File: src/rtl/gen_fifo_ext.sv
// Synchronous FIFO with any integer depth, selectable registered or first-word-fall-through
// read, programmable full/almost-empty thresholds and sticky overflow/underflow flags.
module gen_fifo_ext #(
  parameter int unsigned W          = 8,
  parameter int unsigned D          = 4,
  parameter bit          WR_ON_FULL = 1'b0,
  parameter bit          FWFT       = 1'b0,
  parameter int unsigned CNT_W      = $clog2(D + 1)
) (
  input  logic             clk,
  input  logic             rst,
  input  logic             clear,
  input  logic [CNT_W-1:0] full_thr,
  input  logic [CNT_W-1:0] empty_thr,
  output logic [CNT_W-1:0] used_space,
  input  logic             wr_en,
  input  logic [W-1:0]     wr_data,
  output logic             wr_full,
  input  logic             rd_en,
  output logic [W-1:0]     rd_data,
  output logic             rd_empty,
  output logic             rd_aempty,
  input  logic             err_clr,
  output logic             ovf,
  output logic             udf
);

  localparam int unsigned      PtrW     = (D > 1) ? $clog2(D) : 1;
  localparam logic [PtrW-1:0]  LastPtr  = PtrW'(D - 1);
  localparam logic [CNT_W-1:0] DepthCnt = CNT_W'(D);

  logic [W-1:0]     mem_q [D];
  logic [PtrW-1:0]  wr_ptr_q, wr_ptr_d;
  logic [PtrW-1:0]  rd_ptr_q, rd_ptr_d;
  logic [CNT_W-1:0] used_q, used_d;
  logic             ovf_q, ovf_d;
  logic             udf_q, udf_d;
  logic             full_int, empty_int, rd_int, wr_int;

  // Requests presented during a clear are ignored outright, so they can neither move state
  // nor raise an error flag.
  always_comb begin
    full_int  = (used_q == DepthCnt);
    empty_int = (used_q == '0);
    rd_int    = rd_en & ~empty_int & ~clear;
    wr_int    = wr_en & ~clear & (~full_int | (WR_ON_FULL & rd_int));

    wr_ptr_d = wr_ptr_q;
    rd_ptr_d = rd_ptr_q;
    used_d   = used_q;
    if (clear) begin
      wr_ptr_d = '0;
      rd_ptr_d = '0;
      used_d   = '0;
    end else begin
      if (wr_int) wr_ptr_d = (wr_ptr_q == LastPtr) ? '0 : wr_ptr_q + PtrW'(1);
      if (rd_int) rd_ptr_d = (rd_ptr_q == LastPtr) ? '0 : rd_ptr_q + PtrW'(1);
      unique case ({wr_int, rd_int})
        2'b10:   used_d = used_q + CNT_W'(1);
        2'b01:   used_d = used_q - CNT_W'(1);
        default: used_d = used_q;
      endcase
    end

    // A fresh error in the err_clr cycle wins over the clear.
    ovf_d = (ovf_q & ~err_clr) | (wr_en & ~clear & ~wr_int);
    udf_d = (udf_q & ~err_clr) | (rd_en & ~clear & empty_int);
  end

  always_ff @(posedge clk) begin
    if (rst) begin
      wr_ptr_q <= '0;
      rd_ptr_q <= '0;
      used_q   <= '0;
      ovf_q    <= 1'b0;
      udf_q    <= 1'b0;
    end else begin
      wr_ptr_q <= wr_ptr_d;
      rd_ptr_q <= rd_ptr_d;
      used_q   <= used_d;
      ovf_q    <= ovf_d;
      udf_q    <= udf_d;
    end
  end

  // Storage is deliberately left out of reset.
  always_ff @(posedge clk) begin
    if (!rst && wr_int) mem_q[wr_ptr_q] <= wr_data;
  end

  if (FWFT) begin : g_fwft
    assign rd_data = empty_int ? '0 : mem_q[rd_ptr_q];
  end else begin : g_reg
    logic [W-1:0] rd_data_q;
    always_ff @(posedge clk) begin
      if (rst) begin
        rd_data_q <= '0;
      end else if (rd_int) begin
        rd_data_q <= mem_q[rd_ptr_q];
      end
    end
    assign rd_data = rd_data_q;
  end

  assign used_space = used_q;
  assign rd_empty   = empty_int;
  assign rd_aempty  = (used_q <= empty_thr);
  assign wr_full    = ((DepthCnt - used_q) <= full_thr);
  assign ovf        = ovf_q;
  assign udf        = udf_q;

endmodule

File: config.mk
export PLATFORM = sky130hd
export DESIGN_NAME = gen_fifo_ext
export DESIGN_NICKNAME = d
export VERILOG_FILES = /design/src/rtl/gen_fifo_ext.sv
export SDC_FILE = /design/constraint.sdc
export NUM_CORES = 1
export LEC_CHECK = 0
export ABC_AREA = 1
export CAP_MARGIN = 20
export CORE_UTILIZATION = 45
export DETAILED_ROUTE_END_ITERATION = 7
export GPL_TIMING_DRIVEN = 0
export PLACE_DENSITY = 0.71
export RECOVER_POWER = 50
export SYNTH_ARGS = -nofsm -noshare
export SYNTH_HDL_FRONTEND = slang
export SYNTH_SLANG_ARGS = --single-unit
File: constraint.sdc
create_clock -name clk -period 2.3 [get_ports clk]
set_clock_uncertainty 0.2 [all_clocks]
set_input_delay 0.46 -clock clk [delete_from_list [all_inputs] [get_ports clk]]
set_output_delay 0.46 -clock clk [all_outputs]
set_load 0.01 [all_outputs]
Word-level counts from Yosys, hierarchy flattened:

Memories as Yosys holds them, arrays and structs flattened. A register that Yosys moved wholly into a read port is not among the register bits.
Index checks and enable logic that the tools add are counted.
W data, S select, Z words.

* register bits after elaboration: 9
* bits in writable memories: 32
* input bits: 20
* output and inout port bits: 16
* word-level logic and storage cells: 44
* memories: 1

* add/sub/neg operators: 5
* magnitude comparators: 2
* equal/unequal tests: 5
* muxes and demuxes: 5
* bitwise operators: 16
* reductions and logical operators: 5

Memories
* mem_q: words 4, width 8, read ports 1, clocked after memory_dff 1, wr ports 1, line 32 `logic [W-1:0] mem_q [D];`

Operator list (count)
* $and A1 B1 Y1: 9
* $eq A2 B2 Y1 const B: 3
* $le A3 B3 Y1: 2
* $pmux W3 S2: 1
* $not A1 Y1: 5
* $add A2 B1 Y2 const B: 2
* $mux W2: 2
* $add A3 B1 Y3 const B: 1
* $eq A3 B3 Y1 const B: 1
* $logic_not A3 Y1: 1
* $sub A3 B1 Y3 const B: 1
* $sub A3 B3 Y3 const A: 1
* $eq A2 B1 Y1 const B: 1
* $mux W1: 2
* $or A1 B1 Y1: 2
* $reduce_bool A2 Y1: 1
* $reduce_or A2 Y1: 1
* $logic_and A1 B1 Y1: 1
* $logic_not A1 Y1: 1

Longest topological paths before layout:

* depth in word-level cells: 6
* depth in mapped cells: 15
* depth with buffers taken out: 14

Worst setup path before layout:

OpenSTA, ideal clock, no wires.

* kind: reg-to-reg
* from: register used_q[0], in the netlist used_space[0]
* to: register used_q[2], in the netlist used_space[2]
* setup time: 113 ps
* data arrival time: 2181 ps
* slack: -193 ps
* cell stages (with the launch flop): 16
* clock period less this slack: 2493 ps
* cell sequence: dfxtp_1 > inv_1 > ha_1 > ha_1 > nand3b_4 > inv_1 > buf_6 > ha_1 > inv_1 > fa_1 > inv_1 > nand2_1 > nand3_1 > nand2_1 > nand2_1 > nor2_1

* cells in the longest elaborated chain, start to end: 6
* elaborated cells on any way between the ends: 13

Ends and longest elaborated chain
* start, declared: line 35 `logic [CNT_W-1:0] used_q, used_d;`
* start signal, assigned: line 80 `used_q <= used_d;`
* $logic_not A3 Y1 (*): line 44 `empty_int = (used_q == '0);`
* via rd_empty: line 21 `output logic rd_empty,`
* $not A1 Y1 (*): line 45 `rd_int = rd_en & ~empty_int & ~clear;`
* $and A1 B1 Y1 (*) (2 in series): line 45
* $eq A2 B1 Y1 / $eq A2 B2 Y1 (equally long branches): line 58 `unique case ({wr_int, rd_int})`
* $pmux W3 S2 / $reduce_bool A2 Y1 (equally long branches)

Mark *: on every way through the listed nets, which the timed path passes. The rest lies on a longest branch.
A chain may end at the register's enable or synchronous reset.

Final worst setup path:

* from: register used_q[1], in the netlist used_space[1]
* to: output port wr_full

* cells in the longest elaborated chain, start to end: 2

Ends and longest elaborated chain
* $sub A3 B3 Y3: line 108 `assign wr_full = ((DepthCnt - used_q) <= full_thr);`
* $le A3 B3 Y1: line 108
* end, declared: line 18 `output logic wr_full,`

Every way passes these cells.

==> key figures <==
CTS
  • Sink Count: 49
  • CTS H-tree depth: 2
  • Clock latency on the worst-skew pair: 0.30 ns
  • Clock transition at path regs: 0.08 ns
  • Hold_buf cts: 0
  • Clk buf depth: 2
  • Clock Tree Root: clkbuf_8
  • CTS buffer count: 5
  • CTS tree: built

Timing
  • Worst Tran Pin Value: 0.493 ns
  • Final Critical Period: 2.41 ns
  • Final Cycle Share: 105%
  • Relative slew slack: 67.1%
  • Hold Fails Final Rpt: 0
  • Setup TNS: -0.108 ns
  • Final-report max-slew violation count: 0
  • Final WS setup: -0.108 ns
  • F_max: roughly 420 MHz
  • Min Hold Slack: 0.265 ns
  • RSZ-0062 raised after global routing: yes
  • Setup violations, final: 1

Synthesis
  • Synth cell types: 20
  • Post-synth net total: 270
  • Post-synth EDFFs: 32
  • Gate Count Post-Synth: 234
  • Synth warn: 0
  • Yosys reg bits: 49
  • Synth Flop Type: edfxtp_1
  • Mean Syn Cell Area: 9.83 um2
  • Mapped Area: 2300 um2
  • Seq/Total Area, Yosys: between 50% and 60%
  • Async set-reset flop share out of synthesis: 0%

Global routing
  • Gr usage total: 16.6%
  • First-pass GRT wire length: 6500 um
  • Grt met2 use: 24.5%
  • Largest net degree at the start of global routing: 17
  • Initial antenna violation count: 0
  • Busiest grt layer: met2
  • Congestion Overflow GR: 0
  • Met1 GRT Util: 23.4%
  • Met3 Use GR: 3.84%
  • Vias in the first global route: 1,400

Route
  • Drt via density: 4.59
  • Total iterations of the first detailed-routing run: 4
  • WL per Instance: 12.0 um
  • Via Count: 1,596
  • Total Wirelength: about 4200 um
  • Post-route ant nets: 0
  • Initial DRC Count: 57
  • Remaining DRCs: 0

Final layout
  • Fin area: 2970 um2
  • Antenna diodes: 0
  • Nets@finish: ~320
  • Non-filler cells, final: 348
  • Fin util: 61.7%
  • Share of layout cells above drive strength 1: 19.6%
  • Area Growth Syn to Fin: 29.3%

Worst setup path
  • Worst r2r src: used_space[1]
  • Crit path kind: reg -> out
  • Worst Path Required: 1.64 ns
  • CP startpoint kind: flip-flop
  • Critical path origin: used_space[1]
  • Crit Path Max Fanout: 3
  • Crit end category: primary output
  • Crit path DAT: 1.75 ns

Pwr
  • PD cells: 588 nW/um2
  • Comb pwr share: 10.3%
  • Seq pwr share: 54.8%
  • Switching Share: 21.6%
  • Pint: 1.37 mW
  • Static Leak: 1.21 nW
  • Switch Pwr: between 0.3 and 0.4 mW
  • VDD IR max: 0.386 mV
  • Clock network power share: a little over a third

Die
  • Core Region: just under 5000 um2
  • # rows: 25
  • Chip Width: 73.5 um
  • Die Span Y: 73.5 um
  • Starting density of the core: 47.7%
  • Top-Level Pins: 36
  • Die footprint: between 5000 and 6000 um2

Place
  • Placed Cells incl. Taps: 336
  • Port buffer count: 35
  • Post-place instance area: 2760 um2
  • Routability congestion estimate: 0.697
  • DP HPWL: 2860 um

Status
  • Violated checks: negative setup slack
  • Status: finished with violations

Worst hold path
  • Hold path start: udf
  • Worst hold path type: reg -> reg

Run
  • Max-cap violations: 0
-- power by group through the flow --
stage | clock, mW | combinational, mW | sequential, mW
after floorplan | 0 | 0.0818 | 0.981
after global placement | 0 | 0.165 | 0.977
after detailed placement | 0 | 0.169 | 0.978
after CTS | 0.616 | 0.177 | 0.957
after global routing | 0.646 | 0.200 | 0.958
final | 0.610 | 0.180 | 0.957
-- flip-flops by register name, indices dropped and copies added (netlist names) --
signal / cells
mem_q: 32
rd_data: 8
used_space: 3
rd_ptr_q: 2
wr_ptr_q: 2
ovf: 1
udf: 1
-- cell usage in the layout, fill, tap and decap left out, types with 2 or more instances in the layout --
| cell type | n |
|---|---|
| dlygate4sd3_1 | 8 |
| buf_2 | 3 |
| buf_4 | 4 |
| nand2_2 | 8 |
| clkdlybuf4s50_1 | 23 |
| dfxtp_1 | 14 |
| nand4_1 | 2 |
| inv_2 | 5 |
| inv_4 | 2 |
| a21oi_2 | 4 |
| edfxtp_1 | 32 |
| ha_1 | 9 |
| ha_4 | 5 |
| nand3_1 | 21 |
| buf_6 | 4 |
| nand2_1 | 65 |
| o21ai_1 | 2 |
| dlymetal6s2s_1 | 2 |
| nor2_2 | 4 |
| nor2_1 | 7 |
| dfxtp_2 | 2 |
| o21ai_0 | 2 |
| clkbuf_8 | 5 |
| inv_1 | 24 |
| a21oi_1 | 13 |
-- cell usage after synthesis (2+ instances only) --
| cell type | n | area (um2) |
|---|---|---|
| inv_1 | 30 | 113 |
| ha_1 | 15 | 188 |
| nand3_1 | 22 | 110 |
| nand2_1 | 67 | 251 |
| dfxtp_1 | 17 | 340 |
| a21oi_1 | 14 | 70.1 |
| a21oi_2 | 3 | 26.3 |
| nand2_2 | 6 | 37.5 |
| nor2_1 | 11 | 41.3 |
| edfxtp_1 | 32 | 961 |
| o21ai_0 | 4 | 20.0 |
| nand4_1 | 2 | 12.5 |
| buf_6 | 4 | 45.0 |
-- routing by layer --
layer | up-vias | wire length, um
li1 | 860 | -
met1 | 701 | 2020
met2 | 28 | 1930
met3 | 7 | 164
met4 | 0 | 61
met5 | - | 0
-- per-stage QoR --
| stage | setup slack, ns | power, mW |
|---|---|---|
| 2_1_floorplan | 0.0238 | 1.06 |
| 3_3_place_gp | -0.442 | 1.14 |
| 3_5_place_dp | -0.467 | 1.15 |
| 4_1_cts | -0.133 | 1.75 |
| 5_1_grt | -0.170 | 1.80 |
| 6_report | -0.108 | 1.75 |
-- repair_timing --
item | in CTS | in global routing
setup endpoints to repair | 15 | 27
resized for setup | 14 | 17
pin swaps | 7 | 7
setup buffers | 4 | 0
-- logic make-up (layout without fill, tap and decap cells) --
| group | count (synthesis) | in the layout | share of synthesized area [%] |
|---|---|---|---|
| flops | 49 | 49 | 56.6 |
| fa+ha+maj | 16 | 16 | 9.03 |
| compound gates | 21 | 21 | 5.06 |
| simple gates | 109 | 109 | 20.6 |
| buf+inv | 39 | 86 | 8.76 |
-- final timing paths --
kind / depth (start not counted) / slack [ns] / end
worst max register to register: 14 / 0.03 / used_space[2]
worst min-delay path: 2 / 0.26 / udf
worst max-delay path: 9 / -0.11 / wr_full
worst min register to register: 2 / 0.26 / udf
-- area by class of cell --
cell class / count / area (um2)
clock inverter: 2 / 38.8
inverter: 33 / 136
timing repair buffer: 39 / 375
sequential: 49 / 1310
fill: 415 / 1840
buffer: 6 / 70.1
multi-input combinational: 146 / 888
tap: 67 / 83.8
clock buffer: 6 / 72.6
-- worst max-delay path: stages (launching register included) --
cell     delay, ns
dfxtp_4       0.37
inv_4         0.04
ha_4          0.16
ha_4          0.25
inv_2         0.04
ha_4          0.27
nand2_2       0.04
o21ai_1       0.11
nand2_1       0.05
buf_2         0.13
(Power assumes the default switching activity.)
